**src/rtl/mem_bus_arbiter_if.sv**
```systemverilog
// Bus bundle between the two requesting masters (CPU data port, loader/DMA)
// and the arbiter, plus the arbiter's single bus toward the address decoder.
//   m0_*/m1_* : request (req/we/addr/wdata) and response (ack/err/rdata)
//   bus_*     : sequenced access to the decoder (we/addr/wdata out, rdata in)
//   busy      : arbiter not idle;  gnt_id : current bus owner
// Modports: slave = arbiter view, master = requester/decoder view.
interface mem_bus_arbiter_if #(
  parameter int DATA_WIDTH = 32,
  parameter int ADDR_WIDTH = 32
);
  logic                  m0_req, m0_we, m0_ack, m0_err;
  logic [ADDR_WIDTH-1:0] m0_addr;
  logic [DATA_WIDTH-1:0] m0_wdata, m0_rdata;
  logic                  m1_req, m1_we, m1_ack, m1_err;
  logic [ADDR_WIDTH-1:0] m1_addr;
  logic [DATA_WIDTH-1:0] m1_wdata, m1_rdata;
  logic                  bus_we;
  logic [ADDR_WIDTH-1:0] bus_addr;
  logic [DATA_WIDTH-1:0] bus_wdata, bus_rdata;
  logic                  busy, gnt_id;

  modport slave (
    input  m0_req, m0_we, m0_addr, m0_wdata,
    input  m1_req, m1_we, m1_addr, m1_wdata,
    input  bus_rdata,
    output m0_ack, m0_err, m0_rdata,
    output m1_ack, m1_err, m1_rdata,
    output bus_we, bus_addr, bus_wdata, busy, gnt_id
  );

  modport master (
    output m0_req, m0_we, m0_addr, m0_wdata,
    output m1_req, m1_we, m1_addr, m1_wdata,
    output bus_rdata,
    input  m0_ack, m0_err, m0_rdata,
    input  m1_ack, m1_err, m1_rdata,
    input  bus_we, bus_addr, bus_wdata, busy, gnt_id
  );
endinterface

```
**src/rtl/mem_bus_arbiter.sv**
```systemverilog
// Two-master round-robin arbiter / sequencer in front of the memory-mapped
// decoder. One access at a time: grant in IDLE, hold the bus for
// WAIT_CYCLES+1 ACCESS cycles (single write strobe in the last one), then a
// one-cycle DONE with ack (or err for an illegal address).
// Ports: clk, reset (async, active low), bus (mem_bus_arbiter_if.slave).

// Per-master response registers: ack/err pulses and the registered rdata.
module mem_bus_arbiter_port #(
  parameter int DATA_WIDTH = 32
) (
  input  logic                  clk,
  input  logic                  reset,
  input  logic                  set_ack,
  input  logic                  set_err,
  input  logic                  cap_rd,
  input  logic [DATA_WIDTH-1:0] bus_rdata,
  output logic                  ack,
  output logic                  err,
  output logic [DATA_WIDTH-1:0] rdata
);
  always_ff @(posedge clk or negedge reset) begin
    if (!reset) begin
      ack   <= 1'b0;
      err   <= 1'b0;
      rdata <= '0;
    end else begin
      ack <= set_ack;
      err <= set_err;
      if (set_err)     rdata <= '0;
      else if (cap_rd) rdata <= bus_rdata;
    end
  end
endmodule

module mem_bus_arbiter #(
  parameter int DATA_WIDTH  = 32,
  parameter int ADDR_WIDTH  = 32,
  parameter int WAIT_CYCLES = 1,
  parameter logic [ADDR_WIDTH-1:0] LOW_LIMIT = 32'h0040_0000
) (
  input logic               clk,
  input logic               reset,
  mem_bus_arbiter_if.slave  bus
);
  localparam int          NUM_M = 2;
  localparam logic [3:0]  WC    = 4'(WAIT_CYCLES);

  typedef struct packed {
    logic                  we;
    logic [ADDR_WIDTH-1:0] addr;
    logic [DATA_WIDTH-1:0] wdata;
  } req_t;

  typedef enum logic [1:0] {IDLE, ACCESS, DONE} state_t;

  state_t                  state;
  logic                    last_gnt, gnt_r, lat_we, bus_we_r, busy_r;
  logic [3:0]              cnt;
  logic [ADDR_WIDTH-1:0]   bus_addr_r;
  logic [DATA_WIDTH-1:0]   bus_wdata_r;

  logic [NUM_M-1:0]                 req_v, set_ack, set_err, cap_rd, ack_a, err_a;
  req_t [NUM_M-1:0]                 req_a;
  logic [NUM_M-1:0][DATA_WIDTH-1:0] rdata_a;
  logic                             pick, legal, last_access;
  req_t                             sel;

  assign req_v    = {bus.m1_req, bus.m0_req};
  assign req_a[0] = {bus.m0_we, bus.m0_addr, bus.m0_wdata};
  assign req_a[1] = {bus.m1_we, bus.m1_addr, bus.m1_wdata};

  // On a tie the master that did not own the last transaction wins;
  // otherwise the lone requester (pick is don't-care when nobody asks).
  assign pick  = (&req_v) ? ~last_gnt : req_v[1];
  assign sel   = req_a[pick];
  assign legal = (sel.addr >= LOW_LIMIT) && (sel.addr[1:0] == 2'b00);

  assign last_access = (state == ACCESS) && (cnt == WC);

  // Responses are registered in the port slices: setting them on the edge
  // that enters DONE makes ack/err visible exactly during the DONE cycle.
  for (genvar i = 0; i < NUM_M; i++) begin : g_port
    assign set_ack[i] = last_access && (gnt_r == 1'(i));
    assign cap_rd[i]  = set_ack[i] && !lat_we;
    assign set_err[i] = (state == IDLE) && (|req_v) && (pick == 1'(i)) && !legal;

    mem_bus_arbiter_port #(.DATA_WIDTH(DATA_WIDTH)) u_port (
      .clk       (clk),
      .reset     (reset),
      .set_ack   (set_ack[i]),
      .set_err   (set_err[i]),
      .cap_rd    (cap_rd[i]),
      .bus_rdata (bus.bus_rdata),
      .ack       (ack_a[i]),
      .err       (err_a[i]),
      .rdata     (rdata_a[i])
    );
  end

  always_ff @(posedge clk or negedge reset) begin
    if (!reset) begin
      state       <= IDLE;
      last_gnt    <= 1'b1;
      gnt_r       <= 1'b0;
      lat_we      <= 1'b0;
      cnt         <= '0;
      bus_we_r    <= 1'b0;
      bus_addr_r  <= '0;
      bus_wdata_r <= '0;
      busy_r      <= 1'b0;
    end else begin
      case (state)
        IDLE: if (|req_v) begin
          gnt_r  <= pick;
          lat_we <= sel.we;
          cnt    <= '0;
          busy_r <= 1'b1;
          if (legal) begin
            state       <= ACCESS;
            bus_addr_r  <= sel.addr;
            bus_wdata_r <= sel.wdata;
            // With zero wait states the first ACCESS cycle is the strobe cycle.
            bus_we_r    <= sel.we && (WC == 4'd0);
          end else begin
            // Illegal address: never touches the decoder bus.
            state <= DONE;
          end
        end
        ACCESS: if (cnt == WC) begin
          state    <= DONE;
          bus_we_r <= 1'b0;
        end else begin
          cnt      <= cnt + 4'd1;
          bus_we_r <= lat_we && ((cnt + 4'd1) == WC);
        end
        DONE: begin
          state       <= IDLE;
          last_gnt    <= gnt_r;
          busy_r      <= 1'b0;
          bus_addr_r  <= '0;
          bus_wdata_r <= '0;
        end
        default: state <= IDLE;
      endcase
    end
  end

  assign bus.m0_ack    = ack_a[0];
  assign bus.m0_err    = err_a[0];
  assign bus.m0_rdata  = rdata_a[0];
  assign bus.m1_ack    = ack_a[1];
  assign bus.m1_err    = err_a[1];
  assign bus.m1_rdata  = rdata_a[1];
  assign bus.bus_we    = bus_we_r;
  assign bus.bus_addr  = bus_addr_r;
  assign bus.bus_wdata = bus_wdata_r;
  assign bus.busy      = busy_r;
  assign bus.gnt_id    = gnt_r;
endmodule

```
**src/flat_wrapper.sv**
```systemverilog
// flat-port wrapper written by rule: the top's interface ports become plain ports
module mem_bus_arbiter_flat 
#(
  parameter int DATA_WIDTH  = 32,
  parameter int ADDR_WIDTH  = 32,
  parameter int WAIT_CYCLES = 1,
  parameter logic [ADDR_WIDTH-1:0] LOW_LIMIT = 32'h0040_0000
)
  (clk, reset, bus_m0_req, bus_m0_we, bus_m0_addr, bus_m0_wdata, bus_m1_req, bus_m1_we, bus_m1_addr, bus_m1_wdata, bus_bus_rdata, bus_m0_ack, bus_m0_err, bus_m0_rdata, bus_m1_ack, bus_m1_err, bus_m1_rdata, bus_bus_we, bus_bus_addr, bus_bus_wdata, bus_busy, bus_gnt_id);
  mem_bus_arbiter_if #(.DATA_WIDTH(DATA_WIDTH), .ADDR_WIDTH(ADDR_WIDTH)) bus_i ();
  input logic clk;
  input logic reset;
  input wire logic [$bits(bus_i.m0_req)-1:0] bus_m0_req;
  input wire logic [$bits(bus_i.m0_we)-1:0] bus_m0_we;
  input wire logic [$bits(bus_i.m0_addr)-1:0] bus_m0_addr;
  input wire logic [$bits(bus_i.m0_wdata)-1:0] bus_m0_wdata;
  input wire logic [$bits(bus_i.m1_req)-1:0] bus_m1_req;
  input wire logic [$bits(bus_i.m1_we)-1:0] bus_m1_we;
  input wire logic [$bits(bus_i.m1_addr)-1:0] bus_m1_addr;
  input wire logic [$bits(bus_i.m1_wdata)-1:0] bus_m1_wdata;
  input wire logic [$bits(bus_i.bus_rdata)-1:0] bus_bus_rdata;
  output wire logic [$bits(bus_i.m0_ack)-1:0] bus_m0_ack;
  output wire logic [$bits(bus_i.m0_err)-1:0] bus_m0_err;
  output wire logic [$bits(bus_i.m0_rdata)-1:0] bus_m0_rdata;
  output wire logic [$bits(bus_i.m1_ack)-1:0] bus_m1_ack;
  output wire logic [$bits(bus_i.m1_err)-1:0] bus_m1_err;
  output wire logic [$bits(bus_i.m1_rdata)-1:0] bus_m1_rdata;
  output wire logic [$bits(bus_i.bus_we)-1:0] bus_bus_we;
  output wire logic [$bits(bus_i.bus_addr)-1:0] bus_bus_addr;
  output wire logic [$bits(bus_i.bus_wdata)-1:0] bus_bus_wdata;
  output wire logic [$bits(bus_i.busy)-1:0] bus_busy;
  output wire logic [$bits(bus_i.gnt_id)-1:0] bus_gnt_id;
  assign bus_i.m0_req = bus_m0_req;
  assign bus_i.m0_we = bus_m0_we;
  assign bus_i.m0_addr = bus_m0_addr;
  assign bus_i.m0_wdata = bus_m0_wdata;
  assign bus_i.m1_req = bus_m1_req;
  assign bus_i.m1_we = bus_m1_we;
  assign bus_i.m1_addr = bus_m1_addr;
  assign bus_i.m1_wdata = bus_m1_wdata;
  assign bus_i.bus_rdata = bus_bus_rdata;
  assign bus_m0_ack = bus_i.m0_ack;
  assign bus_m0_err = bus_i.m0_err;
  assign bus_m0_rdata = bus_i.m0_rdata;
  assign bus_m1_ack = bus_i.m1_ack;
  assign bus_m1_err = bus_i.m1_err;
  assign bus_m1_rdata = bus_i.m1_rdata;
  assign bus_bus_we = bus_i.bus_we;
  assign bus_bus_addr = bus_i.bus_addr;
  assign bus_bus_wdata = bus_i.bus_wdata;
  assign bus_busy = bus_i.busy;
  assign bus_gnt_id = bus_i.gnt_id;
  mem_bus_arbiter #(.DATA_WIDTH(DATA_WIDTH), .ADDR_WIDTH(ADDR_WIDTH), .WAIT_CYCLES(WAIT_CYCLES), .LOW_LIMIT(LOW_LIMIT)) u_core (.clk(clk), .reset(reset), .bus(bus_i));
endmodule
```
**config.mk**
```make
export PLATFORM = sky130hd
export DESIGN_NAME = mem_bus_arbiter_flat
export DESIGN_NICKNAME = d
export VERILOG_FILES = /design/src/rtl/mem_bus_arbiter_if.sv /design/src/rtl/mem_bus_arbiter.sv /design/src/flat_wrapper.sv
export SDC_FILE = /design/constraint.sdc
export NUM_CORES = 1
export LEC_CHECK = 0
export CORE_ASPECT_RATIO = 1.25
export CORE_MARGIN = 5
export CORE_UTILIZATION = 45
export DETAILED_ROUTE_END_ITERATION = 12
export PLACE_DENSITY_LB_ADDON = 0.1
export SLEW_MARGIN = 40
export SYNTH_ARGS = -nofsm -noshare
export SYNTH_HDL_FRONTEND = slang
export SYNTH_SLANG_ARGS = --single-unit
export TNS_END_PERCENT = 5
```
**constraint.sdc**
```tcl
create_clock -name clk -period 4 [get_ports clk]
set_input_delay 0.8 -clock clk [delete_from_list [all_inputs] [get_ports clk]]
set_output_delay 0.8 -clock clk [all_outputs]
set_load 0.05 [all_outputs]
```
==> key figures <==
Status
  – Run status: complete, no violations

Timing
  – Share of the cycle needed by the critical path after routing: between 70% and 80%
  – Setup Skew: 0.00801 ns
  – Remaining max-slew budget at the tightest pin: 47.1%
  – Final worst slack: 0.924 ns
  – Final number of hold-violating endpoints: 0
  – Endpoints failing setup: 0
  – Pins Over Slew Limit: 0
  – Accumulated negative setup slack: 0 ns
  – Unrepaired setup endpoints after global routing: no
  – Final worst path period need: 3.08 ns
  – Worst-case hold slack: around 0.43 ns
  – Least-Margin Pin Slew: 0.785 ns
  – Achievable clock frequency: 0.325 GHz

Logic synthesis
  – Cells after Synth: slightly below 700
  – Post-Syn Nets: 861
  – Leading area contributor after synthesis: sky130_fd_sc_hd__dfrtp_1
  – Fraction of synthesized cell area taken by the top area cell type: a little over half
  – Netlist area before placement: 6570 um^2
  – Cells taking the most area after synthesis: sky130_fd_sc_hd__dfrtp_1, sky130_fd_sc_hd__nand2_1, sky130_fd_sc_hd__a311oi_1, sky130_fd_sc_hd__a21oi_1, sky130_fd_sc_hd__a31oi_1
  – Sequential element share of the synthesized area: 54.5%
  – Most common cell in the netlist: sky130_fd_sc_hd__nand2_1
  – Flip-flop cell with the highest count after synthesis: sky130_fd_sc_hd__dfrtp_1
  – Synth cell types: 41
  – Post-synth EDFFs: 0
  – Synth warnings: 0
  – Post-Synthesis Mean Instance Area: 9.50 um^2
  – Ranking of synthesized cells by instance count: sky130_fd_sc_hd__nand2_1, sky130_fd_sc_hd__dfrtp_1, sky130_fd_sc_hd__a21oi_1, sky130_fd_sc_hd__a311oi_1, sky130_fd_sc_hd__a31oi_1
  – Post-synthesis sequential element count: 143
  – Fraction of registers with async set or reset after synthesis: 100%

Route
  – Wire length after detailed routing: between 20,000 and 25,000 um
  – # DRC: 0
  – Detail-routed via count per cell: 5.72
  – Pre-antenna DRT Iters: 7
  – Initial detailed-routing violation count: about 670
  – Detailed-route wire length per cell: 18.9 um
  – Vias after detailed routing: 6,629
  – Number of nets with antenna violations after routing: 0

Clocking
  – Number of sinks driven by the clock tree: between 100 and 150
  – Clk Latency, worst-skew pair: 0.41 ns
  – Number of gates resized after CTS: 0
  – Clock slew seen by the registers of the worst setup and hold paths: approximately 0.060 ns
  – TritonCTS Buffers: 17
  – Clock root cell: sky130_fd_sc_hd__clkbuf_16
  – Buffers inserted during post-CTS setup optimization: 0
  – Cts hold-fix bufs: 0
  – Number of H-tree branching levels: 4
  – Maximum count of clock buffers along a single path: 2
  – TritonCTS clock tree: built

Worst setup path
  – Worst path max stage delay: 0.56 ns
  – Buffer and inverter count on the worst path: 3
  – Slowest cell on the critical path: sky130_fd_sc_hd__clkdlybuf4s50_1
  – Element type at the critical path start: primary input
  – Crit path max-delay family: buffers and inverters
  – Maximum fanout count along the critical path: between 40 and 50
  – Crit Path Category: in -> reg
  – Cell breakdown of the critical path: clkdlybuf4s50_1 > a21boi_4 > mux2_4 > buf_4 > nand4_1 > buf_6 > o2bb2ai_1
  – Data arrival time of the critical path: about 3.4 ns
  – Kind of end point of the critical path: flop
  – Required time at the worst-slack endpoint: 4.34 ns

GRT
  – Overflow left after global routing: 0
  – Vias in the first global route: 6,914
  – Largest net degree at the start of global routing: 93
  – Wire length of the first global-routing pass: 35,200 um
  – GRT Resource Usage Total: 24.9%
  – Initial antenna violation count: 1

Hold path
  – Worst min-delay path class: in -> async

Floorplanning
  – Core Region: 14,300 um^2
  – Die Height: around 150 um
  – Count of pins on the block boundary: roughly 300
  – Die boundary width: 118 um
  – Number of cell rows: ~50
  – Effective utilization at floorplan: 45.8%
  – Die Area: 17,100 um^2

Place
  – DPL Wire Length: 16,000 um
  – Placer congestion estimate: 0.897
  – Count of buffers inserted at the top-level ports: 300
  – Worst setup slack before clock tree synthesis: 0.183 ns

Layout
  – Share of cells above drive strength 1: approximately 6.6%
  – Area growth syn-to-layout: 57.3%
  – Net count of the finished layout: 1,136
  – Fin util: 72.0%

Pwr
  – Cell leakage power: 4.25 nW
  – Overall power: 7.13 mW
  – Power density cells: between 600 and 700 nW/um^2
  – Worst voltage drop across the vdd grid: 396 uV

Run
  – Max-cap check violation count: 0
sequential cells by signal, indices dropped and copies added, names as in the netlist:
name,count
u_core.bus.bus_addr,32
u_core.bus.bus_wdata,32
u_core.bus.bus_we,1
u_core.bus.busy,1
u_core.bus.gnt_id,1
u_core.cnt,4
u_core.g_port.u_port.ack,2
u_core.g_port.u_port.err,2
u_core.g_port.u_port.rdata,64
u_core.last_gnt,1
u_core.lat_we,1
u_core.state,2
layout by cell type (no fill, tap or decap), types with 9 or more instances in the layout:
cell type                         count
sky130_fd_sc_hd__clkdlybuf4s50_1    299
sky130_fd_sc_hd__nand2_1            217
sky130_fd_sc_hd__dfrtp_1            142
sky130_fd_sc_hd__a21oi_1             69
sky130_fd_sc_hd__a311oi_1            42
sky130_fd_sc_hd__a31oi_1             36
sky130_fd_sc_hd__mux2i_1             23
sky130_fd_sc_hd__o2bb2ai_1           21
sky130_fd_sc_hd__clkbuf_16           17
sky130_fd_sc_hd__buf_4               14
sky130_fd_sc_hd__nor2_1              10
sky130_fd_sc_hd__inv_1                9
sky130_fd_sc_hd__o21ai_0              9
power by group:
part / total, mW / internal [mW] / switching, mW
Combinational: 3.39 / 1.16 / 2.23
Clock: 1.59 / 0.967 / 0.625
Sequential: 2.15 / 1.84 / 0.305
Total: 7.13 / 3.97 / 3.16
cells by family (layout without fill, tap and decap cells):
kind of cell,Yosys count,count (layout),share of synthesized area [%]
other,0,1,0
XOR/XNOR,1,1,0.133
AO/OA/AOI/OAI,192,192,19.9
multiplexers,25,25,3.90
AND/OR/NAND/NOR,260,260,16.6
buffers and inverters,68,356,4.44
adder cells (fa/ha/maj),3,3,0.571
flip-flops,143,143,54.5
stage by stage:
| step | cells | area [um^2] |
|---|---|---|
| floorplan | 692 | 6570 |
| global placement | 1125 | 9710 |
| detailed placement | 1125 | 9720 |
| CTS | 1157 | 10300 |
| global route | 1159 | 10300 |
| finish | 1159 | 10300 |
layout make-up:
| class | instances | area [um^2] |
|---|---|---|
| Antenna cell | 1 | 2.50 |
| Clock buffer | 20 | 457 |
| Clock inverter | 12 | 145 |
| Fill cell | 1060 | 4010 |
| Inverter | 9 | 33.8 |
| Multi-Input combinational cell | 481 | 2770 |
| Sequential cell | 143 | 3580 |
| Tap cell | 178 | 223 |
| Timing Repair Buffer | 315 | 3120 |
path summary, 6_finish.rpt:
kind / startpoint / end / slack (ns) / depth (start not counted)
min in group clk: u_core.bus.bus_addr[12]$_DFFE_PN0P_ / u_core.bus.bus_addr[12]$_DFFE_PN0P_ / 0.49 / 1
setup reg to reg: u_core.cnt[1]$_DFFE_PN0P_ / u_core.g_port[1].u_port.rdata[16]$_DFFE_PN0P_ / 1.49 / 6
hold / removal: reset / u_core.g_port[0].u_port.rdata[8]$_DFFE_PN0P_ / 0.43 / 1
setup / recovery: bus_m1_req / u_core.bus.bus_addr[27]$_DFFE_PN0P_ / 0.92 / 7
hold reg to reg: u_core.bus.bus_addr[12]$_DFFE_PN0P_ / u_core.bus.bus_addr[12]$_DFFE_PN0P_ / 0.49 / 1
max in group asynchronous: reset / u_core.bus.bus_addr[9]$_DFFE_PN0P_ / 2.69 / 2
metal layers:
layer	vias up	share of wire (%)	track usage, %
li1	3007	-	-
met1	3202	38	29.9
met2	367	50	41.3
met3	53	8.4	7.43
met4	0	3.5	10.8
met5	-	0	0
No activity file was read; power rests on OpenSTA's default activity.
